### config.mk
export PLATFORM = sky130hd
export DESIGN_NAME = id_ex_fwd_stage
export DESIGN_NICKNAME = d
export VERILOG_FILES = /design/src/rtl/id_ex_fwd_stage_pkg.sv /design/src/rtl/id_ex_fwd_stage_fwd_sel_gen.sv /design/src/rtl/id_ex_fwd_stage.sv
export SDC_FILE = /design/constraint.sdc
export NUM_CORES = 1
export LEC_CHECK = 0
export BUFFER_PORTS_ARGS = -buffer_cell sky130_fd_sc_hd__buf_4
export CAP_MARGIN = 20
export CORE_MARGIN = 2
export CORE_UTILIZATION = 45
export DETAILED_ROUTE_END_ITERATION = 8
export PLACE_DENSITY = 0.85
export SLEW_MARGIN = 20
export SYNTH_ARGS = -nofsm -noshare
export SYNTH_HDL_FRONTEND = slang
export SYNTH_SLANG_ARGS = --single-unit
### constraint.sdc
create_clock -name clk -period 2.2 [get_ports clk]
set_clock_uncertainty 0.2 [all_clocks]
set_input_delay 0.33 -clock clk [delete_from_list [all_inputs] [get_ports clk]]
set_output_delay 0.33 -clock clk [all_outputs]
set_load 0.01 [all_outputs]
### src/rtl/id_ex_fwd_stage_pkg.sv
// Shared definitions for the ID/EX forwarding stage: operand select codes,
// control-bundle bit positions and default widths.
package id_ex_fwd_stage_pkg;

    localparam int DATA_W_DEF = 32;
    localparam int REG_AW_DEF = 5;
    localparam int CTRL_W_DEF = 8;

    // Bit positions inside the packed EX/MEM/WB control bundle
    localparam int CTRL_REGWRITE = 0;
    localparam int CTRL_MEMREAD  = 1;

    // Encodings of the EX-stage 4-way operand mux selects
    typedef enum logic [1:0] {
        SEL_REG   = 2'b00,  // register file value captured in ID
        SEL_EXMEM = 2'b01,  // EX/MEM ALU result
        SEL_MEMWB = 2'b10,  // MEM/WB data
        SEL_IMM   = 2'b11   // immediate (B) or shift amount (A)
    } sel_e;

endpackage

### src/rtl/id_ex_fwd_stage_fwd_sel_gen.sv
// Next-cycle operand mux select for one ALU operand. The instruction now in
// EX will sit in EX/MEM next cycle and the one in MEM will sit in MEM/WB, so
// a hit against EX yields SEL_EXMEM and a hit against MEM yields SEL_MEMWB.
module fwd_sel_gen
    import id_ex_fwd_stage_pkg::*;
#(
    parameter int REG_AW = REG_AW_DEF
) (
    input  logic [REG_AW-1:0] src_addr,
    input  logic              src_used,
    input  logic              force_imm,
    input  logic              ex_valid,
    input  logic              ex_we,
    input  logic [REG_AW-1:0] ex_dst,
    input  logic              mem_valid,
    input  logic              mem_we,
    input  logic [REG_AW-1:0] mem_dst,
    output sel_e              sel
);

    logic src_live;
    logic ex_hit;
    logic mem_hit;

    // Match the source against the two in-flight writers; youngest wins
    always_comb begin
        // NOTE: every output of a combinational block gets a default first so no latch is inferred.
        sel      = SEL_REG;
        src_live = src_used && (src_addr != '0);
        ex_hit   = src_live && ex_valid  && ex_we  && (ex_dst  == src_addr);
        mem_hit  = src_live && mem_valid && mem_we && (mem_dst == src_addr);
        if (force_imm) begin
            sel = SEL_IMM;
        end else if (ex_hit) begin
            sel = SEL_EXMEM;
        end else if (mem_hit) begin
            sel = SEL_MEMWB;
        end
    end

endmodule

### src/rtl/id_ex_fwd_stage.sv
// ID/EX pipeline register with registered forwarding selects and load-use
// stall/bubble insertion. Optional macro STALL_CNT_EN adds a free-running
// count of inserted load-use bubbles on output stall_cnt.
module id_ex_fwd_stage
    import id_ex_fwd_stage_pkg::*;
#(
    parameter int DATA_W = DATA_W_DEF,
    parameter int REG_AW = REG_AW_DEF,
    parameter int CTRL_W = CTRL_W_DEF
) (
    input  logic              clk,
    input  logic              rst_n,
    input  logic [REG_AW-1:0] id_rs_addr,
    input  logic [REG_AW-1:0] id_rt_addr,
    input  logic              id_rs_used,
    input  logic              id_rt_used,
    input  logic [DATA_W-1:0] id_rs_data,
    input  logic [DATA_W-1:0] id_rt_data,
    input  logic [DATA_W-1:0] id_imm,
    input  logic [4:0]        id_shamt,
    input  logic              id_b_is_imm,
    input  logic              id_a_is_shamt,
    input  logic [REG_AW-1:0] id_dst_addr,
    input  logic [CTRL_W-1:0] id_ctrl,
    input  logic              id_valid,
    input  logic              wb_we,
    input  logic [REG_AW-1:0] wb_addr,
    input  logic [DATA_W-1:0] wb_data,
    input  logic              flush,
    input  logic              stall_in,
    output logic [DATA_W-1:0] ex_rs_data,
    output logic [DATA_W-1:0] ex_rt_data,
    output logic [DATA_W-1:0] ex_imm,
    output logic [31:0]       ex_shamt,
    output logic [REG_AW-1:0] ex_dst_addr,
    output logic [CTRL_W-1:0] ex_ctrl,
    output logic              ex_valid,
    output logic [1:0]        ex_a_sel,
    output logic [1:0]        ex_b_sel,
`ifdef STALL_CNT_EN
    output logic [31:0]       stall_cnt,
`endif
    output logic              stall_out
);

    // Second-stage copy of the writer info, i.e. the instruction now in MEM
    logic [REG_AW-1:0] mem_dst;
    logic              mem_we;
    logic              mem_valid;

    sel_e              a_sel_nx;
    sel_e              b_sel_nx;
    logic              load_use;
    logic              bubble;
    logic              rs_wb_hit;
    logic              rt_wb_hit;

    fwd_sel_gen #(.REG_AW(REG_AW)) u_sel_a (
        .src_addr (id_rs_addr),
        .src_used (id_rs_used),
        .force_imm(id_a_is_shamt),
        .ex_valid (ex_valid),
        .ex_we    (ex_ctrl[CTRL_REGWRITE]),
        .ex_dst   (ex_dst_addr),
        .mem_valid(mem_valid),
        .mem_we   (mem_we),
        .mem_dst  (mem_dst),
        .sel      (a_sel_nx)
    );

    fwd_sel_gen #(.REG_AW(REG_AW)) u_sel_b (
        .src_addr (id_rt_addr),
        .src_used (id_rt_used),
        .force_imm(id_b_is_imm),
        .ex_valid (ex_valid),
        .ex_we    (ex_ctrl[CTRL_REGWRITE]),
        .ex_dst   (ex_dst_addr),
        .mem_valid(mem_valid),
        .mem_we   (mem_we),
        .mem_dst  (mem_dst),
        .sel      (b_sel_nx)
    );

    // A load in EX cannot forward until it reaches MEM/WB; a taken flush
    // squashes the reader anyway, so it suppresses the stall
    assign load_use = ex_valid && ex_ctrl[CTRL_MEMREAD] && (ex_dst_addr != '0) && id_valid
                   && ((id_rs_used && (id_rs_addr == ex_dst_addr))
                    || (id_rt_used && (id_rt_addr == ex_dst_addr)))
                   && !flush;
    assign stall_out = load_use;
    assign bubble    = flush || load_use;

    // The register file is written at the end of the WB cycle, so a same-cycle
    // write to a source register is bypassed into the capture
    assign rs_wb_hit = wb_we && (wb_addr != '0) && (wb_addr == id_rs_addr);
    assign rt_wb_hit = wb_we && (wb_addr != '0) && (wb_addr == id_rt_addr);

    // Pipeline register: hold on stall_in, otherwise shift EX into MEM and
    // capture ID (or a bubble) into EX
    always_ff @(posedge clk or negedge rst_n) begin
        if (!rst_n) begin
            ex_rs_data  <= '0;
            ex_rt_data  <= '0;
            ex_imm      <= '0;
            ex_shamt    <= '0;
            ex_dst_addr <= '0;
            ex_ctrl     <= '0;
            ex_valid    <= 1'b0;
            ex_a_sel    <= SEL_REG;
            ex_b_sel    <= SEL_REG;
            mem_dst     <= '0;
            mem_we      <= 1'b0;
            mem_valid   <= 1'b0;
        end else if (!stall_in) begin
            // NOTE: state is updated with non-blocking assignments so every register samples pre-edge values.
            mem_dst    <= ex_dst_addr;
            mem_we     <= ex_ctrl[CTRL_REGWRITE];
            mem_valid  <= ex_valid;
            ex_rs_data <= rs_wb_hit ? wb_data : id_rs_data;
            ex_rt_data <= rt_wb_hit ? wb_data : id_rt_data;
            ex_imm     <= id_imm;
            ex_shamt   <= {27'd0, id_shamt};
            ex_a_sel   <= a_sel_nx;
            ex_b_sel   <= b_sel_nx;
            if (bubble) begin
                ex_dst_addr <= '0;
                ex_ctrl     <= '0;
                ex_valid    <= 1'b0;
            end else begin
                ex_dst_addr <= id_dst_addr;
                ex_ctrl     <= id_ctrl;
                ex_valid    <= id_valid;
            end
        end
    end

`ifdef STALL_CNT_EN
    // Count load-use bubbles actually inserted; wraps naturally at 2^32
    always_ff @(posedge clk or negedge rst_n) begin
        if (!rst_n) begin
            stall_cnt <= '0;
        end else if (!stall_in && load_use) begin
            stall_cnt <= stall_cnt + 32'd1;
        end
    end
`endif

endmodule

==> impl_metrics.ini <==
[setup_path]
cp_top_family = simple AND/OR/NAND/NOR gates
crit_required_ps = 1670
slowest_stage = or4_4
worstPathArrival_ps = 1890
cp_max_fo = 5
crit_type = register to output pin
start_kind = register
r2r_start = ex_dst_addr[1]
startpoint = ex_dst_addr[1]
cpPeakStageDelay_ps = 570
path_cells = or4_4 -> o2111ai_4 -> nor3_2 -> buf_4
end_kind = output pin
crit_buf_inv = 1

[outcome]
status = complete, but fails checks
violations = negative setup slack

[die]
initial_utilization_pct = 46.4
die_w_um = 124
rows = 43
dieArea_um2 = 15400
num_io_pins = 318
die_y_um = 124
core_area_um2 = 14000

[worst_hold_path]
hold_start = id_ctrl[5]
hold_class = input port to register

[sta]
rsz0062_at_grt = true
finalHoldViolCount = 0
finalSetupViolCount = 2
fin_ws_ps = -219
min_period_over_period_pct = 110
slew_violations = 0
min_period_ps = 2420
fmax_mhz = 413

[global_routing]
grt_pass1_wl_um = 28100
grt_overflow_total = 0
grt_usage_pct = 24.1
grt_max_degree = 59
grt_pass1_vias = 5547
antenna_found_initial = 0

[placement]
place_ws_ps = -299
portBuffers = 290
gp_congestion = 0.832
dp_hpwl_um = 13300

[job]
cap_viol_max_count = 0

[layout]
syn_to_final_growth_pct = 56.6
layout_common_cells = buf_4, dfrtp_1, mux2_2
num_antenna_cells = 0
drive_gt1_share_pct = 64.7
final_common_cell = buf_4
fillers = 880
regArea_um2 = 3160
layout.nets = 1009
multiInputGateArea_um2 = 3110

[power]
p_int_uw = 5010
pwr-share-comb_pct = 22.5
clock_power_share_pct = 37.8
leakagePower_uw = 0.00508
finalPower_uw = 6840
p_seq_share_pct = 39.7
power_density_nw_per_um2 = 672
switchingPower_uw = 1830
p_sw_share_pct = 26.8
vdd.ir_drop.worst_v = 0.000574

[cts]
htreeDepth = 4
cts_max_path_buffers = 2
cts_tree = yes
cts_sinks = 126
clk_latency_ps = 410
cts_made_buffers = 17
path_clk_slew_ps = 60
clockRootBuffer = clkbuf_16

[drt]
finalWirelength_um = 19300
drt-pass1-iter-count = 4
viasPerCell = 4.99
drtIter0Drc = 173
routedWlPerCell_um = 18.7
drc = 0
postRouteAntennaNets = 0
vias = 5148

[synthesis]
synth_largest_area_cell = dfrtp_1
avgSynthCellArea_um2 = 14.0
netlist_top_cells_area = dfrtp_1, mux2_2, mux2_4
synth_top_area_share_pct = 48.5
synth.ff_latch_count = 126
synthDistinctLibCells = 35
postSynthCellCount = 464
yosysWarningCount = 0
syn_area_um2 = 6500
ys_seq_area_share_pct = 48.5
sequential cells by signal, indices dropped and copies added, names as in the netlist:
| name | cells |
|---|---|
| ex_rt_data | 32 |
| mem_dst | 5 |
| ex_valid | 1 |
| ex_a_sel | 2 |
| ex_imm | 32 |
| ex_dst_addr | 5 |
| mem_we | 1 |
| ex_b_sel | 2 |
| mem_valid | 1 |
| ex_ctrl | 8 |
| ex_rs_data | 32 |
| ex_shamt | 5 |
synthesized netlist by cell type (all sizes together):
| master | n |
|---|---|
| and2 | 2 |
| a32oi | 1 |
| clkbuf | 16 |
| dfrtp | 126 |
| mux2i | 1 |
| nor2 | 5 |
| or4 | 3 |
| nor2b | 2 |
| nor3 | 6 |
| nand4 | 4 |
| o41ai | 13 |
| conb | 1 |
| xor2 | 25 |
| mux2 | 172 |
| xnor2 | 5 |
| and3 | 1 |
| nand2 | 18 |
| o21ai | 3 |
| buf | 36 |
| o21a | 2 |
| nor3b | 1 |
| o2111ai | 1 |
| nor4 | 3 |
| inv | 13 |
| a21oi | 3 |
| nand3 | 1 |
kinds of logic after synthesis:
family,share of synthesized area [%]
compound gates,2.73
xor+xnor,4.04
buf+inv,6.90
flops,48.5
mux,33.4
other cells,0.0577
simple gates,4.29
tightest hold or removal path: stages:
cell and delay [ps]:
buf_4 110, inv_1 70, o41ai_2 80
power by group through the flow:
stage	registers [uW]	logic (uW)	clock network [uW]
2_1_floorplan	2830	543	0
3_3_place_gp	2730	1370	0
3_5_place_dp	2750	1410	0
4_1_cts	2710	1510	2620
5_1_grt	2740	1650	2740
6_report	2710	1540	2590
worst paths after layout:
path | to | slack, ps | depth (start not counted)
max | stall_out | -220 | 4
min | ex_ctrl[5] | 30 | 3
max reg2reg | ex_dst_addr[0] | -120 | 6
min reg2reg | ex_ctrl[7] | 280 | 2
max in group asynchronous | ex_dst_addr[3] | 870 | 3
min in group asynchronous | ex_rs_data[4] | 220 | 2
final cells by class:
type | count | area share (%)
clock buffer | 20 | 4.59
clock inverter | 12 | 0.861
inverter | 13 | 0.480
multi-input combinational | 299 | 30.6
sequential | 126 | 31.0
tap | 180 | 2.21
timing repair buffer | 381 | 30.3
layer usage:
layer | GRT usage (%) | up-vias | wire length (um)
li1 | - | 2335 | -
met3 | 7.05 | 49 | 1440
met1 | 26.0 | 2531 | 7090
met2 | 43.5 | 233 | 10200
met5 | 0 | - | 0
met4 | 10.7 | 0 | 612
metrics by stage:
stage / setup TNS (ps) / instances / hold WS [ps] / utilization [%] / instance area, um^2
2_1_floorplan: -1380 / 490 / -166 / - / 6590
3_3_place_gp: -13010 / 939 / 107 / 63.7 / 8900
3_5_place_dp: -14120 / 939 / 113 / 63.7 / 8900
4_1_cts: -178 / 1030 / 8.61 / 71.9 / 10100
5_1_grt: -516 / 1031 / 15.4 / 72.7 / 10200
6_report: -335 / 1031 / 27.5 / 72.7 / 10200
timing repair:
action | 4_1_cts | 5_1_grt
setup endpoints to repair | 2 | 9
gates cloned | 0 | 0
hold buffers | 53 | 0
setup buffers | 6 | 1
hold endpoints to repair | 84 | 0
pin swaps | 2 | 4
gates resized for setup | 7 | 15
Note: power is estimated with default switching activity, not from simulation.
